===== src/rtl/pc_branch_unit.sv =====
// rtl/pc_branch_unit.sv - program counter with conditional branch, call/return stack and address mux
module pc_branch_unit #(
    parameter int AW          = 8,
    parameter int DW          = 16,
    parameter int STACK_DEPTH = 4
) (
    input  logic          clk,
    input  logic          reset,
    input  logic          loadpc,
    input  logic          msel,
    input  logic [1:0]    bmode,
    input  logic [2:0]    cond,
    input  logic [2:0]    status,
    input  logic [DW-1:0] sximm8,
    input  logic [DW-1:0] C,
    input  logic          clr_err,
    output logic [AW-1:0] address,
    output logic [AW-1:0] pc,
    output logic          taken,
    output logic          stack_full,
    output logic          stack_empty,
    output logic          stack_err
);
    localparam int CW = $clog2(STACK_DEPTH + 1);

    logic [AW-1:0] pc_q, pc_d;
    logic [CW-1:0] cnt_q, cnt_d;
    logic          err_q, err_d;
    logic [AW-1:0] stk_q [STACK_DEPTH];
    logic [AW-1:0] stk_d [STACK_DEPTH];

    logic [AW-1:0] seq, target, top;
    logic          cond_ok, full, empty;

    assign seq    = pc_q + AW'(1);
    assign target = seq + sximm8[AW-1:0];
    assign full   = (cnt_q == CW'(STACK_DEPTH));
    assign empty  = (cnt_q == '0);

    always_comb begin
        cond_ok = 1'b0;
        case (cond)
            3'b000:  cond_ok = 1'b1;
            3'b001:  cond_ok = status[0];
            3'b010:  cond_ok = ~status[0];
            3'b011:  cond_ok = status[1] ^ status[2];
            3'b100:  cond_ok = (status[1] ^ status[2]) | status[0];
            default: cond_ok = 1'b0;
        endcase
    end

    // Top of stack is the entry just below the count.
    always_comb begin
        top = '0;
        for (int i = 0; i < STACK_DEPTH; i++) begin
            if (CW'(i + 1) == cnt_q) top = stk_q[i];
        end
    end

    always_comb begin
        pc_d  = pc_q;
        cnt_d = cnt_q;
        stk_d = stk_q;
        err_d = err_q & ~clr_err;
        if (loadpc) begin
            pc_d = seq;
            case (bmode)
                2'b01: if (cond_ok) pc_d = target;
                2'b10: if (cond_ok) begin
                    if (full) begin
                        err_d = 1'b1;
                    end else begin
                        for (int i = 0; i < STACK_DEPTH; i++) begin
                            if (CW'(i) == cnt_q) stk_d[i] = seq;
                        end
                        cnt_d = cnt_q + CW'(1);
                        pc_d  = target;
                    end
                end
                2'b11: if (cond_ok) begin
                    if (empty) begin
                        err_d = 1'b1;
                    end else begin
                        cnt_d = cnt_q - CW'(1);
                        pc_d  = top;
                    end
                end
                default: ;
            endcase
        end
    end

    always_ff @(posedge clk or negedge reset) begin
        if (!reset) begin
            pc_q  <= '0;
            cnt_q <= '0;
            err_q <= 1'b0;
            for (int i = 0; i < STACK_DEPTH; i++) stk_q[i] <= '0;
        end else begin
            pc_q  <= pc_d;
            cnt_q <= cnt_d;
            err_q <= err_d;
            stk_q <= stk_d;
        end
    end

    assign taken       = (bmode != 2'b00) & cond_ok & ~((bmode == 2'b10) & full)
                       & ~((bmode == 2'b11) & empty);
    assign address     = msel ? C[AW-1:0] : pc_q;
    assign pc          = pc_q;
    assign stack_full  = full;
    assign stack_empty = empty;
    assign stack_err   = err_q;
endmodule


===== config.mk =====
export PLATFORM = sky130hd
export DESIGN_NAME = pc_branch_unit
export DESIGN_NICKNAME = d
export VERILOG_FILES = /design/src/rtl/pc_branch_unit.sv
export SDC_FILE = /design/constraint.sdc
export NUM_CORES = 1
export LEC_CHECK = 0
export CORE_UTILIZATION = 29
export CTS_CLUSTER_DIAMETER = 150
export DETAILED_ROUTE_END_ITERATION = 6
export DONT_BUFFER_PORTS = 1
export GPL_TIMING_DRIVEN = 0
export HOLD_SLACK_MARGIN = 0.03
export PLACE_DENSITY = 0.52
export SETUP_SLACK_MARGIN = 0.05
export SLEW_MARGIN = 20
export SYNTH_ARGS = -nofsm -noshare
export SYNTH_HDL_FRONTEND = slang
export SYNTH_SLANG_ARGS = --single-unit

===== constraint.sdc =====
create_clock -name clk -period 5.06 [get_ports clk]
set_input_delay 0.759 -clock clk [delete_from_list [all_inputs] [get_ports clk]]
set_output_delay 0.759 -clock clk [all_outputs]
set_load 0.01 [all_outputs]

Word level (Yosys, flattened, before mapping)
Index checks and enable logic that the tools add are counted.
{"block": "word_totals", "elab_cells": 72, "register_bits": 44, "in_bits": 45}
{"block": "classes", "addsub": 4, "eq_ne": 16, "muxes": 23, "reduce_logical": 9, "n_bitwise": 13}
{"op": "$mux 8", "n": 10}
{"op": "$pmux 8 s3", "n": 1}
{"op": "$reduce_and 5->1", "n": 4}
{"op": "$mux 3", "n": 4}
{"op": "$add 8x1->8 const B", "n": 1}
{"op": "$add 8x8->8", "n": 1}
{"op": "$ne 2x2->1 const B", "n": 4}
{"op": "$and 1x1->1", "n": 6}
{"op": "$eq 2x3->1 const A", "n": 2}
{"op": "$eq 3x2->1 const B", "n": 2}
{"op": "$eq 3x3->1 const B", "n": 2}
{"op": "$logic_not 3->1", "n": 2}
{"op": "$pmux 3 s2", "n": 1}
{"op": "$reduce_and 6->1", "n": 1}
{"op": "$mux 1", "n": 5}
{"op": "$not 1->1", "n": 5}
{"op": "$pmux 1 s5", "n": 1}
{"op": "$eq 2x2->1 const B", "n": 2}
{"op": "$reduce_bool 2->1", "n": 2}
{"op": "$add 3x1->3 const B", "n": 1}
{"op": "$eq 1x3->1 const A", "n": 1}
{"op": "$eq 3x1->1 const B", "n": 1}
{"op": "$eq 3x3->1 const A", "n": 1}
{"op": "$sub 3x1->3 const B", "n": 1}
{"op": "4 further kinds", "n": 4}

Depth between registers and ports, before layout
{"block": "depth", "depth_word": 8, "mapped_depth": 12}

Worst setup path after synthesis
OpenSTA, ideal clock, no wires.
{"block": "synth_timing", "kind": "flip-flop to flip-flop", "startpoint": "register pc_q[1], in the netlist pc[1]", "endpoint": "register pc_q[7], in the netlist pc[7]", "arrival_ns": 2.532, "synth_period_minus_slack_ns": 2.654, "stages_incl_launch_ff": 12, "t_required_ns": 4.939, "slack_ns": 2.406, "cell_sequence": "dfrtp_1 -> ha_1 -> nand3_1 -> xor2_1 -> inv_1 -> ha_1 -> a21o_1 -> a31oi_1 -> a211oi_1 -> nor3_1 -> o211ai_1 -> o2bb2ai_1"}
{"block": "synth_between", "elab_chain_len": 5}
{"element": "from (decl)", "line_no": "26", "source": "logic [AW-1:0] pc_q, pc_d;"}
{"element": "from (signal assigned)", "line_no": "100", "source": "pc_q <= pc_d;"}
{"element": "$add 8x1->8 (*)", "line_no": "35", "source": "assign seq = pc_q + AW'(1);"}
{"element": "via seq[4]", "line_no": "32", "source": "logic [AW-1:0] seq, target, top;"}
{"element": "$add 8x8->8 (*)", "line_no": "36", "source": "assign target = seq + sximm8[AW-1:0];"}
{"element": "$mux 8", "line_no": "70", "source": "if (full) begin"}
{"element": "$mux 8", "line_no": "69", "source": "2'b10: if (cond_ok) begin"}
{"element": "$pmux 8 s3 (*)", "line_no": "67", "source": "case (bmode)"}
The timed path passes the listed nets; every way through them passes the cells marked *.
A chain may end at the register's enable or synchronous reset.

Worst setup path in the final report
Same ends and word-level chain as after synthesis.

==> flow_summary.yaml <==
route:
  post_drt_via_cell_ratio: 5.25
  drtPass1Iterations: 4
  ant_nets: 0
  wl_microns: 8390
  first_iter_violations: 106
  wire_per_inst_microns: 16.8
  drc: 0
  via_count: 2622
pwr:
  p_clk_share_pct: 13.3
  finalPower_mw: 1.80
  pwr-share-seq_pct: 34.5
  p_switching_mw: 0.839
  vdd_ir_drop_max_mv: 0.229
  p_comb_share_pct: 52.2
  power_leakage_nw: 1.36
  cell_internal_pwr_mw: 0.965
  p_per_area_nw_per_um2: 559
  swShare_pct: 46.5
critical_path:
  r2r_start: "pc[1]"
  reg2reg_to: "pc[7]"
  cp_common_cell: "ha_1"
  worstPathMaxFanout: 7
  crit_chain: "ha_1 > nand3_1 > xor2_1 > inv_1 > ha_1 > a21o_1 > a31oi_1 > a211oi_1 > nor3_1 > o211ai_1 > o2bb2ai_1"
  crit_type: "flip-flop to flip-flop"
  startpoint: "pc[1]"
  critical-path-slowest-cell: "dfrtp_1"
  crit_required_ns: 5.26
  r2r_setup_slack_ns: 1.66
  worstRegToRegCells: 11
  crit_path_end_kind: "flip-flop"
  cp_data_arrival_time_ns: 3.60
  crit_path_end: "pc[7]"
  critPathLaunchType: "flip-flop"
  slowest_delay_ns: 0.54
grt:
  grtUsageTotal_pct: 16.6
  grt_pass1_wl_microns: 13500
  grt_max_degree: 45
  grt_pass1_vias: 2588
  antenna_found_initial: 0
  overflow: 0
synth:
  synth.cell_area_sq_um: 2970
  synth_edf_count: 0
  avgSynthCellArea_sq_um: 8.30
  ys_ff_latch: 44
  async_flop_share_pct: 100
  ys_seq_area_share_pct: 37.1
  synth_ff_type: "dfrtp_1"
  synthesis.nets: 420
  netlist_instances: 358
  ys_warn_count: 0
  yosysUniqueCellTypes: 52
sta:
  tightest_slew_ns: 0.795
  period_minus_slack_ns: 3.40
  fmax_mhz: 294
  slew_viol_final: 0
  setup_viol: 0
  finalHoldViolCount: 0
  rsz0062_at_grt: "no"
  setup_tns_ns: 0
  skew_ns: 0.0112
  max_slew_margin_pct: 46.5
  worst_hold_slack_ns: 0.138
  min_period_over_period_pct: 67.2
clocking:
  clkTransAtPathRegs_ns: 0.09
  clk_latency_ns: 0.31
  htreeDepth: 2
  cts_hold_repair.buffers: 0
  numClockSinks: 44
  cts_setup_buffers: 0
  numCtsBuffers: 5
  root_buffer: "clkbuf_8"
  cts_tree: "built"
  cts_resized: 0
  clk_path_buf_depth: 2
place:
  post-dp-hpwl_microns: 6520
  routabilityCongestion: 0.788
  io_buffer_count: 0
hold_path:
  hold_path.class: "input port to async pin"
floorplanning:
  rows: 36
  die_h_microns: 103
  chipWidth_microns: 103
  io_pins: 65
  dieArea_sq_um: 10700
  core-area_sq_um: 9860
  start_util_pct: 30.1
finish:
  nNetsFinal: 427
  drive_gt1_share_pct: 7.65
  areaGrowthSynthToFinish_pct: 8.72
  final_util_pct: 32.7
  antenna_cells: 0
run:
  drv_cap: 0
status:
  status: "finished clean"
-- placed cells by master, fill, tap and decap left out, drive strengths merged, types with 3 or more instances in the layout --
cell     count
mux2         7
nor2b        4
buf          6
nand3        9
clkbuf      17
nand4        5
nor2        23
a22oi        5
inv         18
a22o         5
o21ai       56
a211oi       3
dfrtp       44
nor3b        3
xnor2        9
ha          16
and3         4
nor3         4
a31oi        8
a21oi       22
a2bb2oi      3
nand2       57
xor2         5
-- metrics by stage --
stage,worst slack [ns],instance area [sq um],cells
floorplan,2.41,2970,358
global placement,1.64,3140,491
detailed placement,1.66,3140,491
CTS,1.64,3230,499
global route,1.47,3230,499
finish,1.66,3230,499
-- final cells by class --
type                       count  area [sq um]
inverter                      18          67.6
tap                          133           166
sequential                    44          1100
multi-input combinational    279          1730
buffer                        17          71.3
clock buffer                   6          82.6
fill                        1034          6630
clock inverter                 2          10.0
-- power by group through the flow --
stage | registers [mW] | clock network [mW] | logic [mW]
floorplan | 0.595 | 0 | 0.708
global placement | 0.629 | 0 | 0.923
detailed placement | 0.632 | 0 | 0.935
CTS | 0.626 | 0.244 | 0.942
global route | 0.646 | 0.260 | 1.07
finish | 0.623 | 0.239 | 0.942
-- kinds of logic after synthesis --
family	after synthesis	share of synthesized area, %
DFF	44	37.1
adders and majority gates	17	7.41
muxes	7	2.65
AOI/OAI and AO/OA	122	25.8
buffers and inverters	35	4.67
xor gates and xnor gates	14	4.13
and+or+nand+nor	119	18.3
-- routing by layer --
layer	track usage [%]	wire length, microns
met1	21.5	3880
met2	28.2	4070
met3	3.36	326
met4	4.55	106
met5	0	0
-- cell usage after synthesis (2+ instances only) --
library cell	number	area, sq um
a22o_1	5	43.8
xnor2_1	9	78.8
nor2_1	23	86.3
a21oi_1	21	105
nand3_1	8	40.0
a31oi_1	7	43.8
o211ai_1	2	15.0
a2bb2oi_1	3	26.3
a21o_1	2	15.0
nand2b_1	2	12.5
o2bb2ai_1	2	17.5
or2_2	2	12.5
nand2_1	57	214
nor2b_1	4	25.0
buf_2	6	30.0
xor2_1	5	43.8
clkbuf_1	11	41.3
dfrtp_1	44	1100
a211oi_1	3	22.5
a221oi_1	2	17.5
and3_1	4	25.0
ha_1	16	200
nand4_1	5	31.3
a22oi_1	5	37.5
inv_1	18	67.6
nor3b_1	3	22.5
o21ai_0	54	270
mux2_2	7	78.8
nor3_1	4	20.0
a21boi_0	2	15.0
-- worst min-delay path by stage --
stage                     startpoint        end  slack, ns  depth (start not counted)
after global placement     stk_q[24]  stk_q[24]       0.46                          2
after global routing           reset   cnt_q[2]       0.11                          0
after detailed placement       reset   cnt_q[0]       0.47                          0
final                          reset   stk_q[4]       0.14                          0
after CTS                      reset  stk_q[10]       0.13                          0
after floorplan            stk_q[31]  stk_q[31]       0.45                          2
-- flip-flops by register name (all words and copies together), names as in the netlist --
signal     count
cnt_q          3
stack_err      1
pc             8
stk_q         32
-- worst max-delay path, delay by kind of cell, from the launching register on --
kind / cells / cell delay, ns
simple gates: 2 / 0.42
fa+ha+maj: 2 / 0.72
buf+inv: 1 / 0.21
compound gates: 5 / 0.90
xor+xnor: 1 / 0.51
flops: 1 / 0.54
Note: power is estimated with default switching activity, not from simulation.
